[src/rtl/debug_bank.sv]
// rtl/debug_bank.sv - multi-channel Wishbone debug output bank
// Per-channel value/mask registers with set/clear writes and a shared prescaled blink phase.
module debug_bank #(
   parameter int         CHANNELS    = 2,
   parameter logic [7:0] RESET_VALUE = 8'b11011011,
   parameter int         TICK_DIV    = 1000000
) (
   input  logic                  clk,
   input  logic                  rst,
   input  logic                  wb_c_stb,
   input  logic                  wb_c_we,
   input  logic [7:0]            wb_c_adr,
   input  logic [7:0]            wb_c_dat,
   output logic                  wb_p_ack,
   output logic [7:0]            wb_p_dat,
   output logic [CHANNELS*8-1:0] debug
);

   localparam int            CW      = $clog2(TICK_DIV);
   localparam logic [CW-1:0] CNT_MAX = CW'(TICK_DIV - 1);

   logic [CW-1:0]                cnt_q, cnt_d;
   logic                         phase_q, phase_d;
   logic                         ack_q, ack_d;
   logic [7:0]                   dat_q, dat_d;
   logic [CHANNELS-1:0][7:0]     value_q, value_d;
   logic [CHANNELS-1:0][7:0]     mask_q, mask_d;

   logic       accept;
   logic [1:0] ch_sel;
   logic [1:0] reg_sel;
   logic [7:0] rd_data;

   assign accept  = wb_c_stb & ~ack_q;
   assign ch_sel  = wb_c_adr[3:2];
   assign reg_sel = wb_c_adr[1:0];

   always_comb begin
      cnt_d   = cnt_q + CW'(1);
      phase_d = phase_q;
      if (cnt_q == CNT_MAX) begin
         cnt_d   = '0;
         phase_d = ~phase_q;
      end
   end

   // Channels beyond CHANNELS match no loop iteration: read 0, writes dropped.
   always_comb begin
      value_d = value_q;
      mask_d  = mask_q;
      rd_data = 8'h00;
      ack_d   = accept;
      dat_d   = dat_q;
      for (int c = 0; c < CHANNELS; c++) begin
         if (ch_sel == 2'(c)) begin
            rd_data = (reg_sel == 2'd3) ? mask_q[c] : value_q[c];
            if (accept && wb_c_we) begin
               case (reg_sel)
                  2'd0:    value_d[c] = wb_c_dat;
                  2'd1:    value_d[c] = value_q[c] | wb_c_dat;
                  2'd2:    value_d[c] = value_q[c] & ~wb_c_dat;
                  default: mask_d[c]  = wb_c_dat;
               endcase
            end
         end
      end
      if (accept && !wb_c_we) begin
         dat_d = rd_data;
      end
   end

   always_ff @(posedge clk) begin
      if (rst) begin
         cnt_q   <= '0;
         phase_q <= 1'b0;
         ack_q   <= 1'b0;
         dat_q   <= 8'h00;
         value_q <= {CHANNELS{RESET_VALUE}};
         mask_q  <= '0;
      end else begin
         cnt_q   <= cnt_d;
         phase_q <= phase_d;
         ack_q   <= ack_d;
         dat_q   <= dat_d;
         value_q <= value_d;
         mask_q  <= mask_d;
      end
   end

   always_comb begin
      debug = '0;
      for (int c = 0; c < CHANNELS; c++) begin
         debug[c*8 +: 8] = value_q[c] ^ (mask_q[c] & {8{phase_q}});
      end
   end

   assign wb_p_ack = ack_q;
   assign wb_p_dat = dat_q;

endmodule

[config.mk]
export PLATFORM = sky130hd
export DESIGN_NAME = debug_bank
export DESIGN_NICKNAME = d
export VERILOG_FILES = /design/src/rtl/debug_bank.sv
export SDC_FILE = /design/constraint.sdc
export NUM_CORES = 1
export LEC_CHECK = 0
export ABC_AREA = 1
export CAP_MARGIN = 20
export CORE_MARGIN = 5
export CORE_UTILIZATION = 45
export DETAILED_ROUTE_END_ITERATION = 10
export GPL_ROUTABILITY_DRIVEN = 1
export PLACE_DENSITY = 0.68
export SYNTH_ARGS = -nofsm -noshare
export SYNTH_HDL_FRONTEND = slang
export SYNTH_SLANG_ARGS = --single-unit
[constraint.sdc]
create_clock -name clk -period 1.4 [get_ports clk]
set_clock_uncertainty 0.05 [all_clocks]
set_input_delay 0.28 -clock clk [delete_from_list [all_inputs] [get_ports clk]]
set_output_delay 0.28 -clock clk [all_outputs]
set_load 0.02 [all_outputs]
After elaboration in Yosys (flattened, before gate mapping)
Cells that the tools add are included.
{ "totals": {"memories": 0, "output_inout_bits": 25, "latch_bits": 0, "ff_bits": 62, "ram_bits": 0, "wordCells": 45, "input_bits": 20, "rom_bits": 0} }
{ "op_classes": {"multipliers": 0, "n_lt_le_gt_ge": 0, "mux": 6, "n_reduce_logical": 12, "n_eq_ne": 5, "bitwise_logic": 13, "n_addsub": 1, "n_div": 0, "n_shift": 0} }
{ "ops": {"columns": ["operator", "n"], "rows": [
  ["$pmux W8 S3", 2],
  ["$and A8 B8 Y8", 4],
  ["$mux W8", 4],
  ["$add A20 B1 Y20 const B", 1],
  ["$eq A20 B20 Y1 const B", 1],
  ["$or A8 B8 Y8", 2],
  ["$xor A8 B8 Y8", 2],
  ["$reduce_and A3 Y1", 4],
  ["$not A8 Y8", 1],
  ["$eq A2 B1 Y1 const B", 2],
  ["$eq A2 B2 Y1 const B", 2],
  ["$logic_not A2 Y1", 2],
  ["$not A1 Y1", 3],
  ["$reduce_bool A3 Y1", 1],
  ["$reduce_or A3 Y1", 1],
  ["$logic_and A1 B1 Y1", 2],
  ["$reduce_or A2 Y1", 1],
  ["$and A1 B1 Y1", 1],
  ["$logic_not A1 Y1", 1]
]} }

Logic depth before layout (Yosys ltp)
Gate-level depths: netlist of run 1.
{ "logic_depth": {"ltp_word": 4, "ltp_mapped": 9, "depth_no_buf": 7} }

Worst setup path before layout of run 1
OpenSTA, ideal clock, no wires.
{ "synth_timing": {"kind": "register to output", "start": "reg phase_q", "end": "out debug[10]", "t_arrival_ns": 1.268, "path_buffers": 2, "required_ns": 1.070, "stages_incl_launch_ff": 5, "path_slack_ns": -0.198, "path_cell_list": "dfxtp_1 clkbuf_1 buf_1 nand2_1 xor2_1"} }
{ "synth_via": {"elab_chain_len": 2} }
{ "synth_lines": {"columns": ["element", "line_no", "text"], "rows": [
  ["start, declared", "23", "logic phase_q, phase_d;"],
  ["start signal, assigned", "82", "phase_q <= phase_d;"],
  ["$and A8 B8 Y8", "93", "debug[c*8 +: 8] = value_q[c] ^ (mask_q[c] & {8{phase_q}});"],
  ["$xor A8 B8 Y8", "93", null],
  ["end, declared", "16", "output logic [CHANNELS*8-1:0] debug"]
]} }
Every way passes these cells.

Worst setup path in the final report of run 1
{ "layout_timing": {"start": "reg phase_q", "end": "out debug[8]"} }
Same word-level chain as after synthesis.

==> results of run 1 <==
critical path: stages (launching register included):
cell	delay, ns
dfxtp_4	0.40
buf_16	0.16
nand2_8	0.06
xor2_4	0.19
buf_6	0.14
stage by stage:
step / hold WS [ns] / cell area [µm²] / cells
CTS: 0.368 / 4760 / 695
finish: 0.380 / 5000 / 702
detailed placement: 0.410 / 4420 / 672
global placement: 0.398 / 4420 / 672
floorplan: 0.366 / 3460 / 486
global route: 0.398 / 5000 / 702
how the worst max path moves through the flow:
stage	startpoint	end	slack (ns)	cells past startpoint
final	phase_q	debug[8]	-0.23	4
after global placement	wb_c_adr[0]	wb_p_dat[5]	-0.58	9
after detailed placement	wb_c_adr[0]	wb_p_dat[5]	-0.59	9
after global routing	phase_q	debug[1]	-0.27	4
after CTS	phase_q	debug[15]	-0.25	4
after floorplan	wb_c_adr[0]	mask_q[0]	0.002	8
per-layer routing:
metal  wire length, µm  vias to the layer above  part of all wire
met2              5020                      139              0.48
met3               904                       23             0.087
met1              4240                     1672              0.41
met4               208                        0             0.020
met5                 0                        -                 0
li1                  -                     1789                 -
cell usage after synthesis:
library cell | number | area (µm²)
a21oi_1 | 82 | 410
nand2_1 | 69 | 259
inv_1 | 68 | 255
dfxtp_1 | 62 | 1240
o21ai_0 | 62 | 310
nor2_1 | 48 | 180
xor2_1 | 23 | 201
nand3_1 | 11 | 55.1
a22oi_1 | 10 | 75.1
clkbuf_1 | 8 | 30.0
buf_2 | 6 | 30.0
ha_1 | 4 | 50.1
xnor2_1 | 4 | 35.0
buf_1 | 3 | 11.3
buf_6 | 3 | 33.8
nor3_4 | 3 | 48.8
a21boi_0 | 2 | 15.0
a21oi_2 | 2 | 17.5
inv_2 | 2 | 7.51
nand2_2 | 2 | 12.5
o21ai_2 | 2 | 17.5
or2_2 | 2 | 12.5
buf_4 | 1 | 7.51
inv_4 | 1 | 6.26
nand3_2 | 1 | 10.0
nand3b_1 | 1 | 7.51
nand4_1 | 1 | 6.26
nor2_2 | 1 | 6.26
nor3_2 | 1 | 10.0
or2_1 | 1 | 6.26
power by group through the flow:
| stage | clock [W] | sequential [W] | combinational, W |
|---|---|---|---|
| 2_1_floorplan | 0 | 0.00189 | 0.000304 |
| 3_5_place_dp | 0 | 0.00187 | 0.000607 |
| 5_1_grt | 0.00144 | 0.00184 | 0.000739 |
| 6_report | 0.00135 | 0.00183 | 0.000682 |
| 4_1_cts | 0.00138 | 0.00183 | 0.000630 |
| 3_3_place_gp | 0 | 0.00187 | 0.000597 |
state kept, by name (all words and copies together), names as in the netlist:
signal,flops
phase_q,1
wb_p_ack,1
cnt_q,20
value_q,16
wb_p_dat,8
mask_q,16
cell families (layout without fill, tap and decap cells):
logic type	count (synthesis)	after routing	share of synthesized area
fa+ha+maj	4	4	0.0149
simple gates	141	142	0.182
xor+xnor	27	27	0.0702
compound gates	160	160	0.251
flops	62	62	0.368
buf+inv	92	208	0.113
what timing repair did:
action | 4_1_cts | 5_1_grt
gates cloned | 4 | 2
gates resized for setup | 127 | 79
setup buffers | 5 | 8
pin swaps | 9 | 21
setup endpoints to repair | 85 | 74
hold buffers | 0 | 0
final cells by class:
type                    instances  area [µm²]
fillers                       588        2250
multi-input cells             333        2080
flip-flops and latches         62        1250
repair buffers                121        1100
inverters                      71         274
clock buffers                  12         145
well taps                      99         124
repair inverters                2        15.0
clock inverters                 2        10.0
==> reports/metrics.csv, run 1 <==
stage,metric,value,unit
sta,Setup WS post-layout,-0.225,ns
clock_network,CTS tree,yes,
sta,final count of hold timing violations,0,
global_routing,first-pass GRT wire length,16000,µm
worst_setup_path,r2r endpoint,cnt_q[16],
worst_setup_path,critical path class,reg2out,
power_and_ir_drop,P per Cell Area,773,nW/µm²
clock_network,CTS Buf Count,9,
clock_network,"CTS clk-pin slew, worst paths",0.07,ns
sta,Tightest Pin Transition,0.324,ns
worst_setup_path,CP Launch Type,register,
worst_setup_path,reg2reg setup slack,-0.03,ns
power_and_ir_drop,Internal,0.00277,W
final_layout,Syn-to-layout area delta,48.5,%
power_and_ir_drop,Logic pwr share,0.176,
placed_design,Port-buffer cells,40,
worst_setup_path,CP Data Required Time,1.07,ns
sta,fin crit period,1.63,ns
synthesis,Mapped Nets,510,
power_and_ir_drop,Sequential Power Share,0.474,
worst_setup_path,Crit. End Element,output pin,
synthesis,Seq cells post-synth,62,
drt,DRT iter0 DRCs,187,
run,maxcap violations,0,
final_layout,fin util,0.690,
min_path,min-delay src,wb_c_stb,
final_layout,Ant. Diodes,0,
min_path,Hold Path Stages,3,
global_routing,GRT Overall Usage,0.224,
die,FP Rows,31,
die,num ports,45,
global_routing,grt met1 use,0.283,
worst_setup_path,crit-path max FO,8,
run_status,outcome,"complete, but fails checks",
drt,drt wl/cell,14.8,µm
sta,TNS Setup,-3.36,ns
die,Initial Util,0.465,
synthesis,Post-Synthesis Cell Area,3370,µm²
placed_design,Setup WS pre-CTS,-0.588,ns
worst_setup_path,CP Data Arrival Time,1.30,ns
synthesis,Mean Syn Cell Area,6.93,µm²
die,Chip Height,96.5,µm
die,Die ar.,9320,µm²
placed_design,global placement routability congestion,0.906,
die,Core Footprint,7250,µm²
global_routing,initial antenna violation count,0,
worst_setup_path,reg2reg start,cnt_q[1],
worst_setup_path,Register-to-Register Path Depth,8,
power_and_ir_drop,Leak,2.22,nW
drt,DRT antenna net count,0,
sta,fmax,615,MHz
power_and_ir_drop,P_sw,0.00110,W
synthesis,library cells used by synthesis,30,
synthesis,register area share after synthesis,0.368,
placed_design,DP HPWL,6860,µm
synthesis,cell count after synthesis,486,
clock_network,CTS Buffer Depth,2,
sta,Max-slew headroom,0.782,
final_layout,most frequent cells in the layout,"buf_4 (74), a21oi_1 (71), inv_1 (63)",
sta,unrepaired setup endpoints after global routing,yes,
power_and_ir_drop,Switching Share,0.284,
clock_network,Max H-tree Level,3,
drt,DR vias/cell,5.16,
clock_network,clock sink count,62,
drt,Total Wirelength,10400,µm
power_and_ir_drop,worst IR drop on VDD,0.460,mV
global_routing,GR Util met3,0.0651,
sta,Tcrit/Tclk final,1.16,
global_routing,grt met2 use,0.366,
global_routing,largest net degree at the start of global routing,17,
synthesis,total number of yosys warnings,0,
final_layout,final net count,624,
global_routing,vias in the first global route,3435,
final_layout,"commonest non-fill, non-tap cell in the layout",buf_4,
die,width of the die,96.5,µm
power_and_ir_drop,Pwr Total,0.00387,W
power_and_ir_drop,clock share of power,0.349,
run_status,failing checks,negative setup slack,
sta,Final Slew Violations,0,
final_layout,layout cells sized above 1,0.325,
global_routing,grt ovf,0,
drt,DR DRC count,0,
clock_network,Clock Latency Late Sink,0.34,ns
drt,Vias,3623,
clock_network,root buffer cell,clkbuf_8,
drt,TritonRoute pass-1 iters,5,
global_routing,"Most Used Layer, Global Route",met2,
min_path,Hold Crit Class,in2reg,
sta,Setup-failing EPs final,26,
min_path,WHS Endpoint,wb_p_ack,
No activity file was read; power rests on OpenSTA's default activity.
==> run 2, diff against run 1 <==
--- a/config.mk
+++ b/config.mk
@@ -7,11 +7,12 @@
 export LEC_CHECK = 0
 export ABC_AREA = 1
 export CAP_MARGIN = 20
-export CORE_MARGIN = 5
-export CORE_UTILIZATION = 45
+export CORE_MARGIN = 2
+export CORE_UTILIZATION = 50
 export DETAILED_ROUTE_END_ITERATION = 10
 export GPL_ROUTABILITY_DRIVEN = 1
-export PLACE_DENSITY = 0.68
+export PLACE_DENSITY = 0.74
+export SLEW_MARGIN = 10
 export SYNTH_ARGS = -nofsm -noshare
 export SYNTH_HDL_FRONTEND = slang
 export SYNTH_SLANG_ARGS = --single-unit
==> run 2 against run 1 <==
Net effect: the run still ends with negative setup slack left; first-iteration DRC count grew 52%; via count grew 5.9%; clock power grew 33%; clock-buffer cell count shrank 1; critical path depth is the same; worst setup slack lost 0.011 ns; combinational power grew 6.6%; utilization grew 10 points; flip-flop and latch count is the same; sequential share of layout area shrank 0.38 points; critical path type unchanged; largest cell class unchanged.
==> reports/metrics.csv, run 2 (synthesis gave the netlist of run 1 again) <==
stage,metric,value,unit,change
run_status,outcome,"complete, but fails checks",,
run_status,failing checks,negative setup slack,,
die,Initial Util,0.525,,+0.0601
sta,Tcrit/Tclk final,1.17,,+0.00758
sta,fin crit period,1.64,ns,+0.0106 ns
final_layout,largest register by flop count,cnt_q,,
sta,unrepaired setup endpoints after global routing,yes,,
worst_setup_path,crit-path max FO,5,,-3
sta,Final Slew Violations,0,,unchanged
die,Chip Height,86.1,µm,-11%
clock_network,clock sink count,62,,unchanged
drt,TritonRoute pass-1 iters,6,,+1
drt,Vias,3837,,+5.9%
final_layout,Syn-to-layout area delta,50.6,%,
clock_network,CTS Buf Count,9,,unchanged
placed_design,Port-buffer cells,40,,unchanged
worst_setup_path,reg2reg start,cnt_q[18],,
drt,drt wl/cell,15.8,µm,+7.1%
worst_setup_path,reg2reg setup slack,-0.02,ns,about the same
placed_design,DP HPWL,6680,µm,-2.7%
final_layout,Ant. Diodes,0,,unchanged
worst_setup_path,r2r endpoint,cnt_q[7],,
global_routing,first-pass GRT wire length,15700,µm,-1.7%
clock_network,CTS Hold Buffers Added,0,,unchanged
clock_network,Max H-tree Level,3,,unchanged
drt,DR DRC count,0,,unchanged
power_and_ir_drop,worst IR drop on VDD,0.670,mV,+46%
drt,DRT antenna net count,0,,unchanged
clock_network,CTS Buffer Depth,2,,unchanged
final_layout,final net count,624,,unchanged
worst_setup_path,Crit. End Element,output pin,,
global_routing,grt ovf,0,,unchanged
placed_design,Post-DP Area,4430,µm²,+0.23%
power_and_ir_drop,Leak,2.36,nW,+6.7%
sta,fmax,611,MHz,-0.65%
clock_network,root buffer cell,clkbuf_8,,
sta,Setup-failing EPs final,28,,+7.7%
worst_setup_path,critical path class,reg2out,,
sta,final count of hold timing violations,0,,unchanged
min_path,Hold Crit Class,in2reg,,
sta,Max-slew headroom,0.747,,-0.0351
power_and_ir_drop,Pwr Total,0.00436,W,+13%
drt,DRT iter0 DRCs,284,,+52%
final_layout,"commonest non-fill, non-tap cell in the layout",buf_4,,
min_path,Hold Path Stages,4,,+1
final_layout,most frequent cells in the layout,"buf_4 (76), a21oi_1 (72), inv_1 (62)",,
die,num ports,45,,unchanged
final_layout,biggest regs,"cnt_q x20, mask_q x16, value_q x16",,
global_routing,initial antenna violation count,0,,unchanged
clock_network,"CTS clk-pin slew, worst paths",0.07,ns,about the same
global_routing,vias in the first global route,3311,,-3.6%
global_routing,GRT Overall Usage,0.270,,+0.0458
run,maxcap violations,0,,unchanged
die,width of the die,86.1,µm,-11%
final_layout,Largest register FFs,20,,unchanged
die,FP Rows,29,,-6.5%
worst_setup_path,Register-to-Register Path Depth,8,,unchanged
final_layout,layout cells sized above 1,0.329,,+0.00443
die,Die ar.,7410,µm²,-20%
global_routing,largest net degree at the start of global routing,21,,+4
final_layout,final instance area,5080,µm²,+1.5%
placed_design,global placement routability congestion,0.883,,-2.6%
drt,DR vias/cell,5.63,,+9.2%
sta,Tightest Pin Transition,0.376,ns,+0.0521 ns
sta,Setup WS post-layout,-0.236,ns,-0.0106 ns
min_path,min-delay src,wb_c_stb,,
power_and_ir_drop,P per Cell Area,859,nW/µm²,+11%
final_layout,Filler Cell Count,441,,-25%
worst_setup_path,CP Data Required Time,1.07,ns,about the same
die,Core Footprint,6420,µm²,-11%
drt,Total Wirelength,10800,µm,+3.9%
clock_network,Clock Latency Late Sink,0.36,ns,+0.02 ns
min_path,WHS Endpoint,wb_p_ack,,
worst_setup_path,CP Data Arrival Time,1.31,ns,about the same
worst_setup_path,CP Launch Type,register,,
clock_network,CTS tree,yes,,
run 2: worst max-delay path by stage:
stage	from	end	cells past startpoint
floorplan	wb_c_adr[0]	mask_q[0]	8
global placement	wb_c_adr[0]	value_q[14]	7
detailed placement	wb_c_adr[0]	value_q[14]	7
CTS	phase_q	debug[3]	4
global route	phase_q	debug[3]	4
finish	phase_q	debug[3]	4
run 2: stage by stage:
step / cells / setup WS, ns / hold slack, ns / TNS, ns / util
2_1_floorplan: 486 / 0.00238 / 0.366 / 0 / -
3_3_place_gp: 655 / -0.510 / 0.399 / -22.73 / 0.689
3_5_place_dp: 655 / -0.567 / 0.409 / -23.99 / 0.689
4_1_cts: 675 / -0.234 / 0.385 / -2.93 / 0.751
5_1_grt: 681 / -0.268 / 0.432 / -6.15 / 0.790
6_report: 681 / -0.236 / 0.393 / -3.19 / 0.790
run 2: what timing repair did:
action,CTS,global route
gates resized for setup,145,79
cloned,3,2
endpoints found under the setup margin,72,60
pin swaps,18,13
buffers inserted,2,4
run 2: critical path: stages (launching register included):
cell and delay, ns:
dfxtp_4 0.40, buf_8 0.15, nand2_4 0.06, xor2_2 0.19, buf_6 0.14
run 2: cell type report:
class	count	area (µm²)	share of cell area
Multi-Input combinational cell	333	2080	0.410
Sequential cell	62	1250	0.247
Timing Repair Buffer	122	1130	0.224
Inverter	71	280	0.0552
Clock buffer	11	151	0.0298
Tap cell	77	96.3	0.0190
Clock inverter	4	70.1	0.0138
Timing Repair inverter	1	7.51	0.00148
run 2: metal layers:
metal	vias up	global-route usage	routed length, µm
met5	-	0	0
met2	225	0.440	5210
met1	1766	0.362	4280
li1	1809	-	-
met4	0	0.0765	309
met3	37	0.0539	986
run 2: where the power goes:
| part | switching (W) | leakage (nW) | internal, W | total (W) |
|---|---|---|---|---|
| logic | 0.000395 | 1.74 | 0.000332 | 0.000727 |
| registers | 0.0000280 | 0.506 | 0.00181 | 0.00183 |
| clock network | 0.000719 | 0.115 | 0.00108 | 0.00180 |
==> run 3, diff against run 2 <==
--- a/config.mk
+++ b/config.mk
@@ -12,6 +12,7 @@
 export DETAILED_ROUTE_END_ITERATION = 10
 export GPL_ROUTABILITY_DRIVEN = 1
 export PLACE_DENSITY = 0.74
+export SKIP_LAST_GASP = 1
 export SLEW_MARGIN = 10
 export SYNTH_ARGS = -nofsm -noshare
 export SYNTH_HDL_FRONTEND = slang
==> run 3 against run 2 <==
Net effect: the run still ends with negative setup slack left; largest cell class unchanged; combinational power barely moved; sequential share of layout area is 0.092 points higher; non-clock buffer count stayed put; cell count did not move; critical path type unchanged; utilization fell by 0.29 points; wire length about the same; register-to-register slack hardly changed.
==> reports/metrics.csv, run 3 (synthesis gave the netlist of run 1 again) <==
stage,metric,value,unit,change
power_and_ir_drop,P per Cell Area,861,nW/µm²,+0.16%
run_status,failing checks,negative setup slack,,
die,Initial Util,0.525,,unchanged
drt,drt wl/cell,15.8,µm,about the same
worst_setup_path,CP Launch Type,register,,
clock_network,CTS tree,yes,,
worst_setup_path,crit-path max FO,5,,unchanged
drt,DRT antenna net count,0,,unchanged
final_layout,biggest regs,"cnt_q x20, mask_q x16, value_q x16",,
final_layout,Ant. Diodes,0,,unchanged
sta,Setup WS post-layout,-0.234,ns,+0.00203 ns
sta,Max-slew headroom,0.756,,+0.00963
clock_network,Max H-tree Level,3,,unchanged
min_path,Hold Crit Class,in2reg,,
min_path,min-delay src,wb_c_stb,,
worst_setup_path,critical path class,reg2out,,
sta,fin crit period,1.63,ns,-0.00203 ns
clock_network,"CTS clk-pin slew, worst paths",0.07,ns,about the same
sta,final count of hold timing violations,0,,unchanged
final_layout,final net count,624,,unchanged
run_status,outcome,"complete, but fails checks",,
die,Core Footprint,6420,µm²,unchanged
clock_network,Clock Latency Late Sink,0.35,ns,about the same
worst_setup_path,CP max-delay cell,dfxtp_4,,
placed_design,placed cells,655,,unchanged
run,maxcap violations,0,,unchanged
die,FP Rows,29,,unchanged
sta,Worst Hold Slack,0.396,ns,+0.00280 ns
final_layout,final std cells w/o fill,681,,unchanged
sta,fmax,612,MHz,+0.12%
worst_setup_path,CP Data Required Time,1.07,ns,about the same
final_layout,Largest register FFs,20,,unchanged
global_routing,grt ovf,0,,unchanged
worst_setup_path,WP buf/inv,2,,unchanged
worst_setup_path,CP Data Arrival Time,1.30,ns,about the same
sta,Final Slew Violations,0,,unchanged
die,width of the die,86.1,µm,unchanged
drt,DR DRC count,0,,unchanged
worst_setup_path,"CP delay by family, top",flip-flops,,
die,Chip Height,86.1,µm,unchanged
final_layout,Syn-to-layout area delta,50.1,%,
final_layout,largest register by flop count,cnt_q,,
global_routing,vias in the first global route,3311,,unchanged
clock_network,root buffer cell,clkbuf_8,,
placed_design,Port-buffer cells,40,,unchanged
drt,DR vias/cell,5.62,,-0.31%
clock_network,clock sink count,62,,unchanged
placed_design,DP HPWL,6680,µm,unchanged
global_routing,initial antenna violation count,0,,unchanged
worst_setup_path,reg2reg start,cnt_q[18],,
worst_setup_path,Crit. End Element,output pin,,
power_and_ir_drop,worst IR drop on VDD,0.668,mV,-0.37%
drt,Total Wirelength,10800,µm,about the same
placed_design,global placement routability congestion,0.883,,unchanged
clock_network,CTS Buf Count,9,,unchanged
power_and_ir_drop,Leak,2.36,nW,about the same
final_layout,"commonest non-fill, non-tap cell in the layout",buf_4,,
worst_setup_path,crit path launch,phase_q,,
drt,DRT iter0 DRCs,236,,-17%
worst_setup_path,max incr delay on CP,0.40,ns,about the same
drt,Vias,3825,,-0.31%
die,Die ar.,7410,µm²,unchanged
final_layout,layout cells sized above 1,0.323,,-0.00662
final_layout,most frequent cells in the layout,"buf_4 (77), a21oi_1 (75), inv_1 (62)",,
clock_network,CTS Buffer Depth,2,,unchanged
sta,Tightest Pin Transition,0.362,ns,-0.0143 ns
clock_network,CTS Hold Buffers Added,0,,unchanged
worst_setup_path,"Critical Path, Cell by Cell","buf_8, nand2_4, xor2_2, buf_6",,
drt,TritonRoute pass-1 iters,5,,-1
global_routing,first-pass GRT wire length,15700,µm,unchanged
sta,unrepaired setup endpoints after global routing,yes,,
sta,Setup-failing EPs final,31,,+11%
final_layout,fin util,0.787,,-0.00292
die,num ports,45,,unchanged
global_routing,GRT Overall Usage,0.270,,unchanged
global_routing,largest net degree at the start of global routing,21,,unchanged
sta,Tcrit/Tclk final,1.17,,-0.00145
-- run 3: report_power, final --
part           leakage, nW  internal (W)  total, W  switching (W)
sequential           0.506       0.00181   0.00183      0.0000276
clock                0.115       0.00108   0.00180       0.000713
combinational         1.74      0.000329  0.000724       0.000394
-- run 3: per-layer routing --
metal  wire length (µm)  track usage  vias up
li1                   -            -     1804
met1               4460        0.362     1777
met2               5180        0.440      210
met3                858       0.0539       34
met4                288       0.0765        0
met5                  0            0        -
-- run 3: final timing paths --
| path | depth (start not counted) | slack [ns] | endpoint |
|---|---|---|---|
| hold reg to reg | 2 | 0.42 | cnt_q[19] |
| setup / recovery | 4 | -0.23 | debug[3] |
| setup reg to reg | 8 | -0.03 | cnt_q[18] |
| hold / removal | 4 | 0.40 | wb_p_ack |
-- run 3: stage by stage --
| stage | setup TNS [ns] | setup WS, ns | instance area, µm² | power [W] |
|---|---|---|---|---|
| 2_1_floorplan | 0 | 0.00238 | 3460 | 0.00219 |
| 3_5_place_dp | -23.99 | -0.567 | 4430 | 0.00249 |
| 5_1_grt | -6.34 | -0.268 | 5060 | 0.00451 |
| 3_3_place_gp | -22.73 | -0.510 | 4430 | 0.00248 |
| 6_report | -3.25 | -0.234 | 5060 | 0.00435 |
| 4_1_cts | -2.93 | -0.234 | 4820 | 0.00429 |
-- run 3: tightest hold or removal path, cell delays in order --
cell and delay (ns):
dlygate4sd2_1 0.27, nand2_1 0.09, buf_4 0.10, nor2_1 0.03
-- run 3: final cells by class --
| class | instances | area (µm²) |
|---|---|---|
| Sequential cell | 62 | 1250 |
| Multi-Input combinational cell | 333 | 2070 |
| Tap cell | 77 | 96.3 |
| Fill cell | 448 | 1370 |
| Timing Repair Buffer | 122 | 1130 |
| Clock inverter | 4 | 70.1 |
| Timing Repair inverter | 1 | 7.51 |
| Clock buffer | 11 | 151 |
| Inverter | 71 | 280 |
-- run 3: timing repair --
action / 4_1_cts / 5_1_grt
pin swaps: 18 / 11
resized for setup: 145 / 68
buffers inserted: 2 / 4
setup endpoints to repair: 72 / 60
gates cloned: 3 / 2
